`src/rtl/parking_pkg.sv`:
```
// Shared definitions for the parking gate front end: gate state encoding,
// gate indices and default timing parameters.
package parking_pkg;

    typedef enum logic [1:0] {
        IDLE   = 2'd0,
        OPEN   = 2'd1,
        DENIED = 2'd2,
        EMIT   = 2'd3
    } gate_state_t;

    localparam int SLOT_W_DEF       = 4;
    localparam int DEBOUNCE_DEF     = 4;
    localparam int OPEN_TIMEOUT_DEF = 50;

    localparam int NUM_GATES  = 2;
    localparam int GATE_ENTRY = 0;
    localparam int GATE_EXIT  = 1;

endpackage

```
`src/rtl/gate_fsm.sv`:
```
// One barrier gate: 2-FF sensor synchroniser, debounce, gate FSM and
// open-timeout counter. Barrier and pulse are registered.
module gate_fsm
    import parking_pkg::*;
#(
    parameter int DEBOUNCE_CYCLES = DEBOUNCE_DEF,
    parameter int OPEN_TIMEOUT    = OPEN_TIMEOUT_DEF
) (
    input  logic clk,
    input  logic rst,
    input  logic sensor,
    input  logic enable_entry,
    input  logic hold,
    output logic barrier,
    output logic pulse,
    output logic timeout,
    output logic emitting
);

    localparam logic [7:0]  DB_LAST = 8'(DEBOUNCE_CYCLES - 1);
    localparam logic [15:0] TO_LAST = 16'(OPEN_TIMEOUT - 1);
    localparam logic [15:0] TO_MAX  = 16'(OPEN_TIMEOUT);

    logic        sync_q1, sync_q2;
    logic        acc_q;
    logic [7:0]  db_cnt_q;
    logic [15:0] to_cnt_q, to_cnt_d;
    gate_state_t state_q, state_d;
    logic        barrier_d, pulse_d;
    logic        differ, accept, rise_evt, fall_evt;

    always_ff @(posedge clk or posedge rst) begin
        if (rst) begin
            sync_q1 <= 1'b0;
            sync_q2 <= 1'b0;
        end else begin
            sync_q1 <= sensor;
            sync_q2 <= sync_q1;
        end
    end

    // The edge is acted on in the same cycle the count completes, so the
    // FSM sees it without an extra register stage.
    assign differ   = (sync_q2 != acc_q);
    assign accept   = differ && (db_cnt_q == DB_LAST);
    assign rise_evt = accept &&  sync_q2;
    assign fall_evt = accept && !sync_q2;

    always_ff @(posedge clk or posedge rst) begin
        if (rst) begin
            acc_q    <= 1'b0;
            db_cnt_q <= '0;
        end else if (!differ) begin
            db_cnt_q <= '0;
        end else if (accept) begin
            acc_q    <= sync_q2;
            db_cnt_q <= '0;
        end else begin
            db_cnt_q <= db_cnt_q + 8'd1;
        end
    end

    always_comb begin
        state_d  = state_q;
        to_cnt_d = '0;
        pulse_d  = 1'b0;
        timeout  = 1'b0;
        case (state_q)
            IDLE: begin
                if (rise_evt)
                    state_d = enable_entry ? OPEN : DENIED;
            end
            OPEN: begin
                to_cnt_d = (to_cnt_q == TO_MAX) ? TO_MAX : to_cnt_q + 16'd1;
                if (fall_evt) begin
                    state_d = EMIT;
                end else if (to_cnt_q == TO_LAST) begin
                    state_d = IDLE;
                    timeout = 1'b1;
                end
            end
            DENIED: begin
                if (fall_evt)
                    state_d = IDLE;
            end
            EMIT: begin
                if (!hold) begin
                    state_d = IDLE;
                    pulse_d = 1'b1;
                end
            end
            default: state_d = IDLE;
        endcase
        barrier_d = (state_d == OPEN);
    end

    always_ff @(posedge clk or posedge rst) begin
        if (rst) begin
            state_q  <= IDLE;
            to_cnt_q <= '0;
            barrier  <= 1'b0;
            pulse    <= 1'b0;
        end else begin
            state_q  <= state_d;
            to_cnt_q <= to_cnt_d;
            barrier  <= barrier_d;
            pulse    <= pulse_d;
        end
    end

    assign emitting = (state_q == EMIT);

endmodule

```
`src/rtl/parking_gate_ctrl.sv`:
```
// Entry/exit gate front end for parking_system: two gate instances, pulse
// arbitration (exit wins, entry stalls a cycle), full lamp and sticky fault.
module parking_gate_ctrl
    import parking_pkg::*;
#(
    parameter int DEBOUNCE_CYCLES = DEBOUNCE_DEF,
    parameter int OPEN_TIMEOUT    = OPEN_TIMEOUT_DEF,
    parameter int SLOT_W          = SLOT_W_DEF
) (
    input  logic              clk,
    input  logic              reset,
    input  logic              entry_sensor,
    input  logic              exit_sensor,
    input  logic [SLOT_W-1:0] free_slots,
    output logic              car_enter,
    output logic              car_leave,
    output logic              barrier_in,
    output logic              barrier_out,
    output logic              full_lamp,
    output logic              fault
);

    logic                 rst_meta, rst_sync;
    logic [NUM_GATES-1:0] sensor, enable, hold, barrier, pulse, timeout, emitting;

    // Asserts with reset, releases two clocks later on a clock edge.
    always_ff @(posedge clk or posedge reset) begin
        if (reset) begin
            rst_meta <= 1'b1;
            rst_sync <= 1'b1;
        end else begin
            rst_meta <= 1'b0;
            rst_sync <= rst_meta;
        end
    end

    assign sensor[GATE_ENTRY] = entry_sensor;
    assign sensor[GATE_EXIT]  = exit_sensor;
    assign enable[GATE_ENTRY] = (free_slots != '0);
    assign enable[GATE_EXIT]  = 1'b1;

    // Only the entry gate is ever stalled, and only while both are emitting.
    assign hold[GATE_ENTRY] = emitting[GATE_ENTRY] && emitting[GATE_EXIT];
    assign hold[GATE_EXIT]  = 1'b0;

    for (genvar g = 0; g < NUM_GATES; g++) begin : g_gate
        gate_fsm #(
            .DEBOUNCE_CYCLES (DEBOUNCE_CYCLES),
            .OPEN_TIMEOUT    (OPEN_TIMEOUT)
        ) u_gate (
            .clk          (clk),
            .rst          (rst_sync),
            .sensor       (sensor[g]),
            .enable_entry (enable[g]),
            .hold         (hold[g]),
            .barrier      (barrier[g]),
            .pulse        (pulse[g]),
            .timeout      (timeout[g]),
            .emitting     (emitting[g])
        );
    end

    always_ff @(posedge clk or posedge rst_sync) begin
        if (rst_sync) begin
            full_lamp <= 1'b0;
            fault     <= 1'b0;
        end else begin
            full_lamp <= (free_slots == '0);
            fault     <= fault | (|timeout);
        end
    end

    assign car_enter   = pulse[GATE_ENTRY];
    assign car_leave   = pulse[GATE_EXIT];
    assign barrier_in  = barrier[GATE_ENTRY];
    assign barrier_out = barrier[GATE_EXIT];

endmodule

```
`config.mk`:
```
export PLATFORM = sky130hd
export DESIGN_NAME = parking_gate_ctrl
export DESIGN_NICKNAME = d
export VERILOG_FILES = /design/src/rtl/parking_pkg.sv /design/src/rtl/gate_fsm.sv /design/src/rtl/parking_gate_ctrl.sv
export SDC_FILE = /design/constraint.sdc
export NUM_CORES = 1
export LEC_CHECK = 0
export CORE_MARGIN = 1.5
export CORE_UTILIZATION = 60
export DETAILED_ROUTE_END_ITERATION = 12
export PLACE_DENSITY = 0.83
export SYNTH_ARGS = -nofsm -noshare
export SYNTH_HDL_FRONTEND = slang
export SYNTH_SLANG_ARGS = --single-unit
export TNS_END_PERCENT = 100
```
`constraint.sdc`:
```
create_clock -name clk -period 2.2 [get_ports clk]
set_clock_uncertainty 0.05 [all_clocks]
set_input_delay 0.55 -clock clk [delete_from_list [all_inputs] [get_ports clk]]
set_output_delay 0.55 -clock clk [all_outputs]
set_load 0.05 [all_outputs]
```
; After elaboration in Yosys (flattened, before gate mapping)
; Index checks and enable logic that the tools add are counted.
[totals]
input_bits = 8
elab_cells = 86
regBits = 66
[op_classes]
n_reduce_logical = 16
n_addsub = 4
n_bitwise = 1
n_eq_ne = 16
muxes = 29
[ops]
columns = operator, count
row1 = 16-bit by 6-bit == test with 1-bit output (second input constant), 4
row2 = 16-bit 2-to-1 mux, 4
row3 = 16-bit by 1-bit adder with 16-bit output (second input constant), 2
row4 = 8-bit 2-to-1 mux, 4
row5 = 2-bit 2-to-1 mux, 10
row6 = 8-bit by 1-bit adder with 8-bit output (second input constant), 2
row7 = 8-bit by 2-bit == test with 1-bit output (second input constant), 2
row8 = 2-bit case mux with 4 select lines, 2
row9 = 1-bit 2-to-1 mux, 9
row10 = 2-bit by 1-bit == test with 1-bit output (second input constant), 4
row11 = 2-bit == test (second input constant), 4
row12 = 1-bit logical AND, 7
row13 = 2-bit zero test, 2
row14 = 4-bit zero test, 1
row15 = 2-bit AND reduction, 2
row16 = 4-bit nonzero test, 1
row17 = 1-bit zero test, 2
row18 = 1-bit != test, 2
row19 = 2-bit OR reduction, 1
row20 = 1-bit OR, 1

; Depth between registers and ports, before layout
; Gate-level depths: netlist of run 1.
[depth]
ltp_word = 7
mapped_depth = 7
ltp_nobuf = 6

; Cells and area by module
; A second synthesis of run 1 with hierarchy kept.
[hier_totals]
hier_cells = 306
hier_area_um2 = 3250.6
[by_module_without_submodules]
columns = module, cells_per_inst, n_inst, area_each_um2, seq_area_each_um2
row1 = gate_fsm (g_gate[0].u_gate), 147, 1, 1586.5, 775.7
row2 = gate_fsm (g_gate[1].u_gate), 147, 1, 1520.2, 775.7
row3 = parking_gate_ctrl, 12, 1, 143.9, 102.6

; Least setup slack after synthesis of run 1
; Ideal clock, no wire load.
[synth_path]
path_kind = register -> register
from = register g_gate[1].u_gate.db_cnt_q[0]
to = register fault
arrival_time_ns = 1.767
stages_incl_launch_ff = 6
setup_ns = 0.119
path_slack_ns = 0.264
t_required_ns = 2.031
period_less_slack_ns = 1.936
cell_sequence = dfrtp_1 -> ha_1 -> or4b_4 -> nor4b_4 -> and3b_1 -> a21bo_2
[synth_between]
elab_chain_cells = 7
[synth_rtl]
columns = element, line_no
row1 = from (decl), gate_fsm.sv:26  ; logic [7:0] db_cnt_q;
row2 = from (signal assigned), gate_fsm.sv:59  ; db_cnt_q <= db_cnt_q + 8'd1;
row3 = 8-bit by 2-bit == test with 1-bit output, gate_fsm.sv:45  ; assign accept = differ && (db_cnt_q == DB_LAST);
row4 = 1-bit logical AND, gate_fsm.sv:45
row5 = 1-bit logical AND, gate_fsm.sv:47  ; assign fall_evt = accept && !sync_q2;
row6 = 1-bit 2-to-1 mux, gate_fsm.sv:75  ; if (fall_evt) begin
row7 = 1-bit 2-to-1 mux, gate_fsm.sv:68  ; case (state_q)
row8 = 2-bit OR reduction, parking_gate_ctrl.sv:69  ; fault <= fault | (|timeout);
row9 = 1-bit OR, parking_gate_ctrl.sv:69
row10 = to (signal assigned), parking_gate_ctrl.sv:69
row11 = to (decl), parking_gate_ctrl.sv:20  ; output logic fault
; No other way between the ends.
; A chain may end at the register's enable or synchronous reset.

; Final worst setup path of run 1
[layout_path]
from = register fault
to = output port fault
; No word-level cell between the ends.

==> metrics.md, run 1 <==
| Metric | Value |
|---|---|
| Worst path max stage delay | 0.81 ns |
| Net count, final | ~340 |
| Power Dens Cells | ~950 mW/mm2 |
| Core Util, Final | 0.707 |
| Initial antenna violation count | 0 |
| Vias per cell | 5.51 |
| Pleak | 1.53 nW |
| Period utilization | 0.973 |
| Final GP Congestion | 0.881 |
| Die Span Y | 75.2 um |
| CP delay by family, top | buffers and inverters |
| Final min period | 2.14 ns |
| Largest net degree at the start of global routing | just under 50 |
| Post-synth top flop | dfrtp_1 |
| Vias in the first global route | 2194 |
| Slew @ Worst Pin | 0.559 ns |
| DPL Wire Length | ~3700 um |
| Req. time, crit path | ~1.6 ns |
| Final Instance Area | 0.00359 mm2 |
| Crit path max fanout | 2 |
| Top Ports | 14 |
| Diodes inserted | 0 |
| Slew margin rel. | 0.624 |
| Cell Rows | 26 |
| CTS Buf Count | 9 |
| DR vias | 2187 |
| Clock Sink Count | 66 |
| Share of post-route cells with drive strength above 1 | 0.0856 |
| Register area share after synthesis | 0.528 |
| Avg Synthesized Cell Area | 10.3 um2 |
| Leading area contributor after synthesis | dfrtp_1 |
| Status | complete, no violations |
| Clock transition at path regs | 0.07 ns |
| Fraction of registers with async set/reset | 1.00 |
| Startpoint Class | flop |
| Synth cell count leaders | dfrtp_1, nor2_1, xnor2_1, nand3_1, inv_1 |
| Seq cells post-synth | 66 |
| H-tree Lvls | 3 |
| CP cell instances | clkdlybuf4s50_1 |
| Hold_buf cts | 0 |
| Starting DRT DRC Count | 80 |
| I/O Buffers | 13 |
| Worst skew pair latency | 0.35 ns |
| Crit. End Element | output pin |
| FMAX | 467 MHz |
| Placed cell area | 0.00334 mm2 |
| Final Max Slew Viols | 0 |
| First-pass GRT wire length | 9640 um |
| Critical path buffer and inverter count | 1 |
| Drt drc | 0 |
| Crit Path Class | flop to output pin |
| Core outline area | 0.00507 mm2 |
| Fin. Hold Viols | 0 |
| CP max-delay cell | clkdlybuf4s50_1 |
| Yosys cell types | 47 |
| WL/cell | 13.7 um |
| Root buffer cell | clkbuf_8 |
| Syn. warnings | 0 |
| Synth-to-Final Area Change | 14.7% |
| Largest cells by area after synthesis | dfrtp_1, xnor2_1, nor2_1, xor2_1, nand3_1 |
| Clock buffer depth | 2 |
| Mapped cell area | 0.00313 mm2 |
| Unrepaired setup endpoints after global routing | no |
| Fin Setup TNS | 0 ns |
| Max VDD drop | 738 uV |
| Drt total wl | 5430 um |
| CTS tree | done |
| Cts repair resizes | 0 |
| Max-cap viol count | 0 |
| Post-synth top area share | 0.512 |
| Initial DRT Pass Iterations | 4 |
| EDFF count, synth | 0 |
| Chip Width | 75.2 um |
| Syn_nets | 319 |
| CP arrival | 1.54 ns |
| Die area | between 0.005 and 0.006 mm2 |
| Syn Inst Count | around 300 |
| Total track usage | 0.232 |
| Post-CTS Setup Bufs | 0 |
| Count leader, synth | dfrtp_1 |
| Final setup fails | 0 |
| Initial Util | 0.617 |
| HP Class | flop to async pin |
| Total grt overflow | 0 |
| Post-route antenna net violation count | 0 |
-- per-layer routing --
layer,vias to the layer above,share of wire,GRT usage
met5,-,0,0
met4,0,0.011,0.0893
met3,5,0.039,0.0843
met2,30,0.49,0.365
met1,1079,0.46,0.295
li1,1073,-,-
-- placed cells by master (no fill, tap or decap), types with 2 or more instances in the layout --
cell	instances
dfrtp_1	64
nor2_1	54
xnor2_1	27
nand3_1	23
inv_1	15
nand2_1	14
xor2_1	14
clkdlybuf4s50_1	13
clkbuf_8	11
nand4_1	9
nor3_1	9
nor4_1	8
ha_1	8
and3_1	4
and2_1	4
or4_1	4
and4_1	3
a21oi_1	3
bufinv_16	3
nor2b_1	2
nand2b_1	2
or3_1	2
o21ai_0	2
dfstp_2	2
-- final timing paths --
| path | from | end | slack [ns] | cells past startpoint |
|---|---|---|---|---|
| min in group clk | g_gate[0].u_gate.sync_q1 | g_gate[0].u_gate.sync_q2 | 0.30 | 0 |
| hold reg to reg | rst_sync | g_gate[0].u_gate.db_cnt_q[5] | 0.19 | 1 |
| hold / removal | rst_sync | g_gate[0].u_gate.db_cnt_q[5] | 0.19 | 1 |
| max in group asynchronous | rst_sync | g_gate[0].u_gate.to_cnt_q[6] | 1.36 | 2 |
| setup reg to reg | g_gate[1].u_gate.db_cnt_q[0] | fault | 0.16 | 5 |
| setup / recovery | fault | fault | 0.06 | 1 |
-- power breakdown --
group / total [mW] / internal [mW] / switching [mW]
clock network: 1.27 / 0.815 / 0.451
registers: 1.50 / 1.35 / 0.145
logic: 0.657 / 0.249 / 0.407
-- registers in the layout, summed over array words and instances, names as in the netlist --
name	count
fault	1
full_lamp	1
g_gate.u_gate.acc_q	2
g_gate.u_gate.barrier	2
g_gate.u_gate.db_cnt_q	16
g_gate.u_gate.pulse	2
g_gate.u_gate.state_q	4
g_gate.u_gate.sync_q1	2
g_gate.u_gate.sync_q2	2
g_gate.u_gate.to_cnt_q	32
rst_meta	1
rst_sync	1
-- per-stage QoR --
| step | total power, mW | std cells | setup WS [ns] | hold WS, ns |
|---|---|---|---|---|
| after floorplan | 2.01 | 303 | 0.211 | 0.281 |
| after global placement | 2.15 | 381 | -0.0467 | 0.181 |
| after detailed placement | 2.18 | 381 | -0.0821 | 0.188 |
| after CTS | 3.45 | 397 | 0.0458 | 0.202 |
| after global routing | 3.59 | 397 | 0.0227 | 0.225 |
| final | 3.42 | 397 | 0.0600 | 0.187 |
-- logic make-up after synthesis --
family,count (synthesis),share of synthesized area
compound gates,16,0.0396
buf+inv,22,0.0292
other cells,1,0.00120
mux,2,0.00679
simple gates,147,0.248
xor+xnor,41,0.115
fa+ha+maj,8,0.0320
flops,66,0.528
-- layout make-up --
type / instances / area [um2]
flip-flops and latches: 66 / 1650
fillers: 381 / 1490
repair buffers: 14 / 150
clock inverters: 4 / 97.6
inverters: 16 / 60.1
multi-input cells: 215 / 1390
clock buffers: 12 / 155
well taps: 70 / 87.6
No activity file was read; power rests on OpenSTA's default activity.
==> run 2: changes to the inputs <==
CORE_MARGIN = default   (was 1.5)
==> run 2 against run 1 <==
  * Global-route usage is 0.26 points higher
  * Sequential share of layout area grew 0.49 points
  * Critical path depth is the same
  * Sequential power barely moved
  * Highest routed layer unchanged
==> metrics.md, run 2 (same netlist as run 1, synthesis figures left out) <==
| Metric | Value |
|---|---|
| Critical path buffer and inverter count | 1 |
| Top Ports | 14 |
| Largest net degree at the start of global routing | 65 |
| Synth-to-Final Area Change | 13.5% |
| Startpoint Class | flop |
| Crit Path Class | flop to output pin |
| Initial Util | 0.642 |
| Diodes inserted | 0 |
| Max reg flops | 32 |
| Total track usage | 0.234 |
| Status | complete, no violations |
| CP arrival | 1.50 ns |
| Most common cell after layout, fill and taps aside | dfrtp_1 |
| CTS tree | done |
| Total power | 3.25 mW |
| CP cell instances | clkdlybuf4s50_1 |
| Die area | 0.00551 mm2 |
| Starting DRT DRC Count | around 130 |
| Largest Register | g_gate.u_gate.to_cnt_q |
| Post-CTS Setup Bufs | 0 |
| Share of post-route cells with drive strength above 1 | 0.0856 |
| Largest regs | g_gate.u_gate.to_cnt_q: 32 flops, g_gate.u_gate.db_cnt_q: 16 flops, g_gate.u_gate.state_q: 4 flops |
| Worst skew pair latency | 0.34 ns |
| Die Span Y | 74.2 um |
| Power Dens Cells | 914 mW/mm2 |
| Hold_buf cts | 0 |
| Reg-to-reg setup timing slack | ~0.17 ns |
| Fin. Hold Viols | 0 |
| Root buffer cell | clkbuf_8 |
| Clock buffer depth | 2 |
| H-tree Lvls | 3 |
| Initial antenna violation count | 0 |
| Initial DRT Pass Iterations | 5 |
| Most frequent cells in the layout | dfrtp_1, nor2_1, xnor2_1 |
| Chip Width | 74.2 um |
| Pleak | approximately 1.5 nW |
| Worst path max stage delay | 0.81 ns |
| Crit. End Element | output pin |
| Launch point of the worst reg-to-reg path | g_gate[1].u_gate.db_cnt_q[0] |
| DPL Wire Length | 3610 um |
| Final Max Slew Viols | 0 |
| FMAX | 476 MHz |
| HP Class | flop to async pin |
| Period utilization | 0.954 |
| First-pass GRT wire length | 9480 um |
| Net count, final | ~340 |
| Final GP Congestion | 0.830 |
| Drt drc | 0 |
| Slew margin rel. | 0.659 |
| Max-cap viol count | 0 |
| Max VDD drop | roughly 620 uV |
| CP delay by family, top | buffers and inverters |
| Core outline area | ~0.0049 mm2 |
| Hold WS | 0.274 ns |
| Post-route antenna net violation count | 0 |
| Vias per cell | 5.52 |
| Crit path max fanout | 2 |
| Cts repair resizes | 0 |
| I/O Buffers | 13 |
| Unrepaired setup endpoints after global routing | no |
| Cell Rows | 25 |
| DR vias | 2175 |
| Total grt overflow | 0 |
| Crit path from | fault |
| Req. time, crit path | 1.60 ns |
| Clock Sink Count | 66 |
| Final min period | 2.10 ns |
| CP max-delay cell | clkdlybuf4s50_1 |
| Vias in the first global route | 2179 |
| Final setup fails | 0 |
| Clock transition at path regs | 0.07 ns |
| CTS Buf Count | 9 |
| WL/cell | between 10 and 15 um |
| Slew @ Worst Pin | 0.509 ns |
| Drt total wl | 5440 um |
==> run 2: cell types whose count changed in the layout (fill, tap and decap cells not counted) <==
cell       before  now
bufinv_16       3    2
clkbuf_8       11   10
clkinv_2        0    2
==> run 2: cell type report <==
type                       count  area [um2]
clock inverter                 5        77.6
sequential                    66        1650
tap                           67        83.8
timing repair buffer          14         150
inverter                      16        60.1
fill                         350        1330
clock buffer                  11         141
multi-input combinational    215        1390
==> run 2: worst paths after layout <==
path                                                 end  cells past startpoint
worst max-delay path                               fault                      1
worst min-delay path            g_gate[0].u_gate.sync_q1                      2
worst max register to register                     fault                      5
worst min register to register  g_gate[0].u_gate.sync_q1                      2
max in group asynchronous         g_gate[1].u_gate.pulse                      2
min in group clk                                rst_sync                      0
==> run 2: stage by stage <==
stage	setup WS, ns	TNS, ns	std cells	area [um2]	utilization
2_1_floorplan	0.211	0	303	3130	-
3_3_place_gp	-0.0478	-0.0478	378	3330	0.683
3_5_place_dp	-0.120	-0.152	378	3330	0.683
4_1_cts	0.0815	0	394	3550	0.728
5_1_grt	0.0294	0	394	3550	0.728
6_report	0.101	0	394	3550	0.728
==> run 2: metal layers <==
layer / vias up / global-route usage / wire (um)
li1: 1074 / - / -
met1: 1044 / 0.286 / 2490
met2: 49 / 0.372 / 2680
met3: 8 / 0.0908 / 221
met4: 0 / 0.103 / 48
met5: - / 0 / 0
==> run 2: worst reg2reg max path: stages, from the launching register on <==
cell and delay, ns:
dfrtp_1 0.38, ha_1 0.23, or4b_4 0.52, nor4b_4 0.30, and3b_1 0.22, a21bo_2 0.21
==> run 2: where the power goes <==
group | total (mW) | leakage (nW) | internal (mW) | switching (mW)
logic | 0.660 | 0.514 | 0.252 | 0.408
registers | 1.49 | 0.889 | 1.35 | 0.140
clock network | 1.10 | 0.109 | 0.665 | 0.432
total | 3.25 | 1.51 | 2.27 | 0.980
==> run 3: changes to the inputs <==
CELL_PAD_IN_SITES_DETAIL_PLACEMENT = 0   (was default)
CELL_PAD_IN_SITES_GLOBAL_PLACEMENT = 1   (was default)
CORE_UTILIZATION = 48   (was 60)
PLACE_DENSITY = default   (was 0.83)
PLACE_DENSITY_LB_ADDON = 0.1   (was default)
SETUP_SLACK_MARGIN = 0.5   (was default)
==> run 3 against run 2 <==
  * Worst setup slack improved by 0.26 ns
  * Total power rose by 6.3%
  * Via count rose by 2.9%
  * Count of clock-buffer cells in the layout rose by 1
  * Fmax rose by 14%
  * Critical path type is now flop to flop
  * Critical endpoint is now g_gate[0].u_gate.to_cnt_q[9]
  * Largest cell class unchanged
  * Highest routed layer unchanged
==> metrics.md, run 3 (same netlist as run 1, synthesis figures left out) <==
| Metric | Value |
|---|---|
| Status | complete, no violations |
| Hold WS | 0.178 ns |
| Pleak | ~1.6 nW |
| Placed cells | a little under 400 |
| Fin worst setup slack | 0.357 ns |
| Crit Path Class | flop to flop |
| CP delay by family, top | simple AND/OR/NAND/NOR gates |
| Worst skew pair latency | 0.34 ns |
| Vias per cell | 5.33 |
| Total track usage | 0.199 |
| DPL Wire Length | 3640 um |
| Post-route antenna net violation count | 0 |
| Crit. End Element | flop |
| First-pass GRT wire length | ~10000 um |
| Crit path max fanout | 6 |
| Top Usage Layer GRT | met2 |
| CTS Buf Count | 9 |
| CTS tree | done |
| H-tree Lvls | 3 |
| Die Span Y | 82.8 um |
| M1 GR Usage | 0.251 |
| Most frequent cells in the layout | dfrtp_1, nor2_1, xnor2_1 |
| GR Layer Usage met3 | 0.0484 |
| DR vias | 2239 |
| HP Class | flop to async pin |
| FMAX | 543 MHz |
| Initial Util | 0.496 |
| Max VDD drop | 577 uV |
| Drt drc | 0 |
| Sw Ratio | 0.319 |
| Net count, final | 354 |
| Synth-to-Final Area Change | 23.1% |
| Largest net degree at the start of global routing | slightly above 50 |
| Period utilization | 0.838 |
| Starting DRT DRC Count | about 110 |
| Total grt overflow | 0 |
| Unrepaired setup endpoints after global routing | yes |
| Placement Setup Slack | -0.0232 ns |
| Drt total wl | 6010 um |
| Met2 Use GR | 0.314 |
| Clock Sink Count | 66 |
| Most common cell after layout, fill and taps aside | dfrtp_1 |
| Clock buffer depth | 2 |
| Largest Register | g_gate.u_gate.to_cnt_q |
| WL/cell | roughly 14 um |
| Clock transition at path regs | 0.08 ns |
| Critical path buffer and inverter count | 2 |
| Comb pwr share | 0.238 |
| Power Dens Cells | 896 mW/mm2 |
| NetSw | approximately 1.1 mW |
| Worst path max stage delay | 0.55 ns |
| Vias in the first global route | 2185 |
| Final min period | 1.84 ns |
| Share of post-route cells with drive strength above 1 | 0.236 |
| Initial antenna violation count | 0 |
| Final Instance Area | 0.00385 mm2 |
| Diodes inserted | 0 |
| Core outline area | 0.00631 mm2 |
| CP max-delay cell | or4_4 |
| Final setup fails | 0 |
| Initial DRT Pass Iterations | 4 |
| CP cell instances | or4_4 -> nor4_4 -> buf_4 -> buf_6 -> a21o_4 -> nor2_1 |
| Req. time, crit path | 2.38 ns |
| Cell-internal power | 2.35 mW |
| Seq pwr share | 0.436 |
| I/O Buffers | 13 |
| Finished Layout Cells | 420 |
| Clock network fraction of total power | 0.326 |
| Chip Width | 82.8 um |
| Root buffer cell | clkbuf_8 |
| Cell Rows | 29 |
| Hold_buf cts | 0 |
| Max-cap viol count | 0 |
| Die area | 0.00685 mm2 |
| Placed cell area | between 0.003 and 0.004 mm2 |
| Final Max Slew Viols | 0 |
| CP arrival | 2.03 ns |
| Startpoint Class | flop |
| Final GP Congestion | 0.742 |
| Top Ports | 14 |
| Max reg flops | 32 |
| Fin. Hold Viols | 0 |
| Largest regs | g_gate.u_gate.to_cnt_q: 32 flops, g_gate.u_gate.db_cnt_q: 16 flops, g_gate.u_gate.state_q: 4 flops |
run 3: changes by cell type in the layout (fill, tap and decap cells not counted), moves of 3 or more:
| cell | delta |
|---|---|
| buf_4 | +13 |
| nor2_1 | -11 |
| clkdlybuf4s50_1 | -9 |
| nor2_2 | +9 |
| clkdlybuf4s15_2 | +5 |
| dfrtp_1 | -4 |
| dfrtp_2 | +4 |
| dlygate4sd2_1 | +3 |
| ha_1 | -3 |
| nand2_1 | -3 |
| nand2_2 | +3 |
run 3: per-stage QoR:
stage / utilization / TNS, ns / power (mW)
after floorplan: - / 0 / 2.03
after global placement: 0.533 / 0 / 2.19
after detailed placement: 0.533 / -0.0232 / 2.20
after CTS: 0.595 / 0 / 3.43
after global routing: 0.610 / 0 / 3.66
final: 0.610 / 0 / 3.45
run 3: power by group through the flow:
stage	sequential (mW)	clock (mW)	combinational (mW)
after global routing	1.53	1.20	0.921
after global placement	1.52	0	0.672
after CTS	1.50	1.16	0.779
final	1.51	1.13	0.822
after floorplan	1.55	0	0.480
after detailed placement	1.52	0	0.680
run 3: area by class of cell:
cell class	count	area, um2
fillers	538	2460
clock inverters	4	75.1
multi-input cells	216	1550
flip-flops and latches	66	1660
clock buffers	12	145
well taps	77	96.3
inverters	16	63.8
repair buffers	29	268
run 3: final timing paths:
path | start | to | slack, ns | depth (start not counted)
max reg2reg | g_gate[0].u_gate.to_cnt_q[8] | g_gate[0].u_gate.to_cnt_q[9] | 0.36 | 6
min reg2reg | rst_sync | g_gate[1].u_gate.db_cnt_q[4] | 0.18 | 1
max | g_gate[0].u_gate.to_cnt_q[8] | g_gate[0].u_gate.to_cnt_q[9] | 0.36 | 6
max in group asynchronous | rst_sync | g_gate[0].u_gate.to_cnt_q[8] | 1.35 | 2
min in group clk | g_gate[0].u_gate.sync_q1 | g_gate[0].u_gate.sync_q2 | 0.30 | 0
min | rst_sync | g_gate[1].u_gate.db_cnt_q[4] | 0.18 | 1
run 3: timing repair:
item,in CTS,in global routing
buffers inserted,13,2
hold endpoints to repair,0,0
setup endpoints to repair,53,40
cloned,1,0
pin swaps,13,15
resized for setup,34,28
run 3: layer usage:
metal	vias up	wire length, um
li1	1107	-
met1	1098	2830
met2	24	2950
met3	10	132
met4	0	95
met5	-	0
